**src/rtl/adpll_loop_filter.sv**
```systemverilog
// adpll_loop_filter
//   Proportional-integral loop filter between the ADPLL phase detector and
//   the DCO. Each accepted phase-error sample updates a saturating integrator
//   (stage 1), then the next cycle produces the saturated DCO control code
//   (err >>> KP_SHIFT) + (acc >>> KI_SHIFT) (stage 2). It also flags lock
//   after LOCK_COUNT consecutive samples with |error| <= LOCK_THRESH.
//
// Ports
//   fpga_clk_i      in   clock for all logic
//   reset_i         in   synchronous active-high reset
//   enable_i        in   low: incoming strobes are dropped
//   clear_i         in   synchronous clear of integrator, pipeline, lock
//   error_i         in   signed phase error [ERR_W]
//   error_valid_i   in   one-cycle strobe qualifying error_i
//   dco_cc_o        out  signed DCO control code [CC_W]
//   dco_cc_valid_o  out  one-cycle pulse when dco_cc_o updates
//   lock_o          out  loop-locked indicator
module adpll_loop_filter #(
    parameter int ERR_W       = 8,
    parameter int CC_W        = 9,
    parameter int ACC_W       = 16,
    parameter int KP_SHIFT    = 1,
    parameter int KI_SHIFT    = 3,
    parameter int LOCK_THRESH = 2,
    parameter int LOCK_COUNT  = 8
) (
    input  logic                    fpga_clk_i,
    input  logic                    reset_i,
    input  logic                    enable_i,
    input  logic                    clear_i,
    input  logic signed [ERR_W-1:0] error_i,
    input  logic                    error_valid_i,
    output logic signed [CC_W-1:0]  dco_cc_o,
    output logic                    dco_cc_valid_o,
    output logic                    lock_o
);
    localparam int CNT_W = $clog2(LOCK_COUNT + 1);

    logic signed [ERR_W-1:0] err_q;
    logic signed [ACC_W-1:0] acc;
    logic signed [CC_W-1:0]  cc_q;
    logic [1:0]              vld_pipe;   // [0] stage-1 valid, [1] output valid
    logic [CNT_W-1:0]        cnt;
    logic                    lock_q;

    logic                    accept;
    logic [ACC_W:0]          acc_sum;
    logic [ACC_W-1:0]        acc_sat;
    logic signed [ERR_W-1:0] err_sh;
    logic signed [ACC_W-1:0] acc_sh;
    logic [ACC_W:0]          cc_sum;
    logic [ACC_W:CC_W-1]     cc_hi;
    logic [CC_W-1:0]         cc_sat;
    logic [ERR_W:0]          err_ext;
    logic [ERR_W:0]          mag;
    logic                    in_thr;
    logic [CNT_W-1:0]        cnt_nxt;

    assign accept = error_valid_i & enable_i & ~clear_i;

    always_comb begin
        // Integrator: one guard bit; overflow when the two top bits disagree,
        // then clamp toward the sign of the true sum.
        acc_sum = {acc[ACC_W-1], acc}
                + {{(ACC_W + 1 - ERR_W){error_i[ERR_W-1]}}, error_i};
        acc_sat = acc_sum[ACC_W-1:0];
        if (acc_sum[ACC_W] != acc_sum[ACC_W-1])
            acc_sat = {acc_sum[ACC_W], {(ACC_W - 1){~acc_sum[ACC_W]}}};

        // Output code: fits CC_W only if all bits above the CC sign agree.
        err_sh = err_q >>> KP_SHIFT;
        acc_sh = acc >>> KI_SHIFT;
        cc_sum = {{(ACC_W + 1 - ERR_W){err_sh[ERR_W-1]}}, err_sh}
               + {acc_sh[ACC_W-1], acc_sh};
        cc_hi  = cc_sum[ACC_W:CC_W-1];
        cc_sat = cc_sum[CC_W-1:0];
        if (!((&cc_hi) || !(|cc_hi)))
            cc_sat = {cc_sum[ACC_W], {(CC_W - 1){~cc_sum[ACC_W]}}};

        // |error| in ERR_W+1 bits so the most negative code has a magnitude.
        err_ext = {error_i[ERR_W-1], error_i};
        mag     = err_ext[ERR_W] ? (~err_ext + 1'b1) : err_ext;
        in_thr  = (mag <= (ERR_W + 1)'(LOCK_THRESH));
        cnt_nxt = '0;
        if (in_thr)
            cnt_nxt = (cnt == CNT_W'(LOCK_COUNT)) ? cnt : cnt + 1'b1;
    end

    always_ff @(posedge fpga_clk_i) begin
        if (reset_i || clear_i) begin
            err_q    <= '0;
            acc      <= '0;
            cc_q     <= '0;
            vld_pipe <= '0;
            cnt      <= '0;
            lock_q   <= 1'b0;
        end else begin
            vld_pipe <= {vld_pipe[0], accept};
            // Stage 2 reads acc already updated by this sample's stage 1.
            if (vld_pipe[0])
                cc_q <= cc_sat;
            if (accept) begin
                err_q  <= error_i;
                acc    <= acc_sat;
                cnt    <= cnt_nxt;
                lock_q <= (cnt_nxt == CNT_W'(LOCK_COUNT));
            end
        end
    end

    assign dco_cc_o       = cc_q;
    assign dco_cc_valid_o = vld_pipe[1];
    assign lock_o         = lock_q;
endmodule

```
**config.mk**
```make
export PLATFORM = sky130hd
export DESIGN_NAME = adpll_loop_filter
export DESIGN_NICKNAME = d
export VERILOG_FILES = /design/src/rtl/adpll_loop_filter.sv
export SDC_FILE = /design/constraint.sdc
export NUM_CORES = 1
export LEC_CHECK = 0
export BUFFER_PORTS_ARGS = -buffer_cell sky130_fd_sc_hd__buf_2
export CELL_PAD_IN_SITES_DETAIL_PLACEMENT = 1
export CELL_PAD_IN_SITES_GLOBAL_PLACEMENT = 1
export CORE_AREA = 2 2 61 120
export CTS_BUF_LIST = sky130_fd_sc_hd__clkbuf_16
export DETAILED_ROUTE_END_ITERATION = 10
export DIE_AREA = 0 0 63 122
export MAX_ROUTING_LAYER = met4
export PLACE_DENSITY = 0.89
export RECOVER_POWER = 100
export REMOVE_ABC_BUFFERS = 1
export SYNTH_ARGS = -nofsm -noshare
export SYNTH_HDL_FRONTEND = slang
export SYNTH_SLANG_ARGS = --single-unit
```
**constraint.sdc**
```tcl
create_clock -name fpga_clk_i -period 6.6 [get_ports fpga_clk_i]
set_input_delay 1.32 -clock fpga_clk_i [delete_from_list [all_inputs] [get_ports fpga_clk_i]]
set_output_delay 1.32 -clock fpga_clk_i [all_outputs]
set_load 0.01 [all_outputs]
```
; ---- Yosys cells after proc, flatten, opt, wreduce, memory -nomap -nowiden
; Index checks and enable logic that the tools add are counted.
[totals]
output_inout_bits = 11
in_bits = 13
register_bits = 40
word_cells = 30
[classes]
magnitude_cmp = 1
add_sub_neg = 4
eq_ne = 3
n_bitwise = 6
n_mux = 5
n_reduce_logical = 5
[op_table]
columns = operator, count
row1 = $mux 9, 2
row2 = $add 16x8->17, 1
row3 = $mux 16, 1
row4 = $add 7x13->14, 1
row5 = $add 9x1->9 const B, 1
row6 = $le 9x2->1 const B, 1
row7 = $not 9->9, 1
row8 = $reduce_and 9->1, 1
row9 = $reduce_or 9->1, 1
row10 = $eq 4x4->1 const B, 2
row11 = $mux 4, 2
row12 = $add 4x1->4 const B, 1
row13 = $not 1->1, 3
row14 = $and 1x1->1, 2
row15 = $logic_or 1x1->1, 2
row16 = $logic_not 1->1, 1
row17 = $ne 1x1->1, 1

; ---- Longest topological paths before layout
[logic_depth]
word_depth = 6
depth_mapped = 12
depth_no_buf = 11

; ---- Worst setup path before layout
; OpenSTA, ideal clock, no wires.
[synth_timing]
path_type = input-to-reg
start = in error_i[0]
end = reg acc[10]
setup_ps = 70
path_slack_ps = 3238
required_time_ps = 6530
arrival_ps = 3292
cell_stages = 12
cell_sequence = ha_1 inv_1 fa_1 nor2b_1 o21a_1 o211ai_2 a311oi_2 o21bai_1 a31oi_2 buf_4 nand3_1 a21oi_1
[synth_between]
elab_chain_len = 3
[synth_lines]
columns = element, line_no
row1 = start: declaration, 31  ; input logic signed [ERR_W-1:0] error_i,
row2 = $add 16x8->17 *, 65  ; + {{(ACC_W + 1 - ERR_W){error_i[ERR_W-1]}}, error_i};
row3 = $ne 1x1->1 or $not 1->1 (tied branches), "67, 68"
row4 = $mux 16 *, 67  ; if (acc_sum[ACC_W] != acc_sum[ACC_W-1])
row5 = end signal: assignment, 104  ; acc <= acc_sat;
row6 = end: declaration, 40  ; logic signed [ACC_W-1:0] acc;
; Mark *: on every way between the ends. The rest lies on a longest branch, timed or not.
; A chain may end at the register's enable or synchronous reset.

; ---- Worst setup path in the final report
[layout_timing]
start = in error_i[7]
end = reg acc[0]
; Same word-level chain as after synthesis.

==> out/metrics.cfg <==
[outcome]
status=complete, no violations

[cts]
cts_resized=0
cts_buffer_depth=2
clock-sinks=39
postCtsHoldBufs=0
htreeDepth=2
cts_made_buffers=5
cts_root_buf=clkbuf_16
cts_setup_buffers=0
cts_tree=yes
worstSkewPairLatency_ns=0.29
clk_pin_slew_ns=0.06

[finish]
utilization=0.503
final_common_cell=nand2_1
num_antenna_cells=0
drive_gt1_frac=0.0615
design_area_um2=3440
stdcell_count=529
area_delta_synth_final_pct=8.83
fin_nets=485
layout_common_cells=nand2_1 (57), a21oi_1 (49), nor2_1 (39), dfxtp_1 (39), o21ai_0 (34)

[critical_path]
worst_r2r_endpoint=acc[0]$_SDFFE_PP0P_
max_stage_delay_ns=0.90
crit_type=in -> reg
slowest_stage=a21oi_1
crit_chain=clkbuf_1 > ha_1 > a21o_1 > a21o_1 > a21oi_1 > o21a_1 > o31ai_1 > xor2_1 > a21oi_1 > a211oi_1
cp.arrival_ns=4.44
r2r_setup_slack_ns=3.45
path_max_fanout=15
start_kind=input port
required_ns=6.73
reg2regPathDepth=9
cp-startpoint=error_i[7]
r2r_start=acc[1]$_SDFFE_PP0P_
cp-end-kind=flop

[yosys]
synth_top_area_share=0.247
ys_ff_latch=39
synthCells=419
synth_edf_count=0
synth_top_area_cell=dfxtp_1
yosysSeqAreaShare=0.247
synth-async-reset-ratio=0
synthesis.area_um2=3160
synthTopCellsByArea=dfxtp_1 (25%), ha_1 (13%), a21oi_1 (7.6%)
avgSynthCellArea_um2=7.54
synth_cell_types=61
synthFlopType=dfxtp_1
yosys_warnings=0

[floorplan]
start_util=0.462
die_width_um=63
rows=43
core_um2=6830
dieArea_um2=7690
ios=24
die_y_um=122

[place]
dp_cells=521
gp_congestion=0.861
io_buffers=23
dp_slack_ns=2.52
placed_area_um2=3340
dp_hpwl_mm=7.02

[flow_run]
maxCapViolations=0

[sta]
fin_crit_sh=0.653
worst_pin_slew_ns=1.39
layout_setup_ws_ns=2.29
whs_ns=0.465
rsz0062_at_grt=no
drv_slew=0
setup_viol=0
fin_skew_ns=0.00840
finalCriticalPeriod_ns=4.31
relSlewSlack=0.0703
max_freq_mhz=232
final.setup.tns_ns=0
hold_viol=0

[drt]
routedWlPerCell_um=16.6
drc=0
ant_nets=0
vias=3101
first_pass_iters=4
routed_wl_mm=8.78
post_drt_via_cell_ratio=5.86
detail_route.iter0.violations=62

[power]
p_leak_nw=1.43
peakVddDrop_uv=125
pwr_density_cell_nw_per_um2=172
finalPower_mw=0.593

[min_path]
min_from=err_q[3]$_SDFFE_PP0P_
hold-path-cell-count=2
holdPathEnd=err_q[3]$_SDFFE_PP0P_
holdCritPathClass=reg -> reg

[grt]
grt_pass1_wl_mm=15.1
grt_max_degree=25
grt_overflow=0
grt_pass1_vias=3345
track_usage=0.251
antenna_found_initial=0

==> flip-flops by register name (all words and copies together) (netlist names) <==
name      cells
cnt           4
err_q         7
vld_pipe      2
lock_o        1
dco_cc_o      9
acc          16
==> report_power, final <==
part           switching [mW]  internal [mW]  leakage, nW
Sequential            0.00483          0.241        0.316
Combinational          0.0643         0.0390         1.04
Clock                   0.104          0.139       0.0674
==> critical path: cells and delay by family <==
kind / cells / cell delay, ns
AOI/OAI and AO/OA: 7 / 1.99
buffers and inverters: 1 / 0.53
adders and majority gates: 1 / 0.41
xor gates and xnor gates: 1 / 0.18
==> layout make-up <==
class                           count  area, um2
Clock buffer                        5        125
Clock inverter                      3       20.0
Fill cell                         912       3390
Inverter                           22       82.6
Multi-Input combinational cell    346       2220
Sequential cell                    39        781
Tap cell                           90        113
Timing Repair Buffer               24        101
==> worst max path at each step <==
stage                                endpoint  slack [ns]
after global routing      acc[0]$_SDFFE_PP0P_        1.98
final                     acc[0]$_SDFFE_PP0P_        2.29
after global placement    acc[4]$_SDFFE_PP0P_        2.64
after floorplan           acc[4]$_SDFFE_PP0P_        3.06
after detailed placement  acc[4]$_SDFFE_PP0P_        2.52
after CTS                 acc[4]$_SDFFE_PP0P_        2.82
==> synth_stat cells, types with 5 or more instances <==
| master | n |
|---|---|
| inv_1 | 22 |
| a211oi_1 | 8 |
| nand2_1 | 57 |
| xnor2_1 | 10 |
| nor3_1 | 8 |
| o21ai_0 | 34 |
| xor2_1 | 7 |
| or2_2 | 5 |
| nand3_1 | 7 |
| a21o_1 | 10 |
| nand2b_1 | 5 |
| a21oi_1 | 48 |
| dfxtp_1 | 39 |
| clkbuf_1 | 8 |
| nor2_1 | 39 |
| o21a_1 | 6 |
| ha_1 | 32 |
| o2bb2ai_1 | 8 |
==> layer usage <==
layer	wire, um	global-route usage	vias to the layer above
met4	192	0.0944	0
met5	0	-	-
met2	4770	0.481	34
met3	180	0.0369	14
met1	3630	0.251	1491
li1	-	-	1562
==> cells by family after synthesis <==
group	count (synthesis)	share of synthesized area
compound gates	147	0.307
xor+xnor	17	0.0471
fa+ha+maj	34	0.139
buf+inv	34	0.0424
flops	39	0.247
mux	1	0.00356
simple gates	147	0.214
No activity file was read; power rests on OpenSTA's default activity.
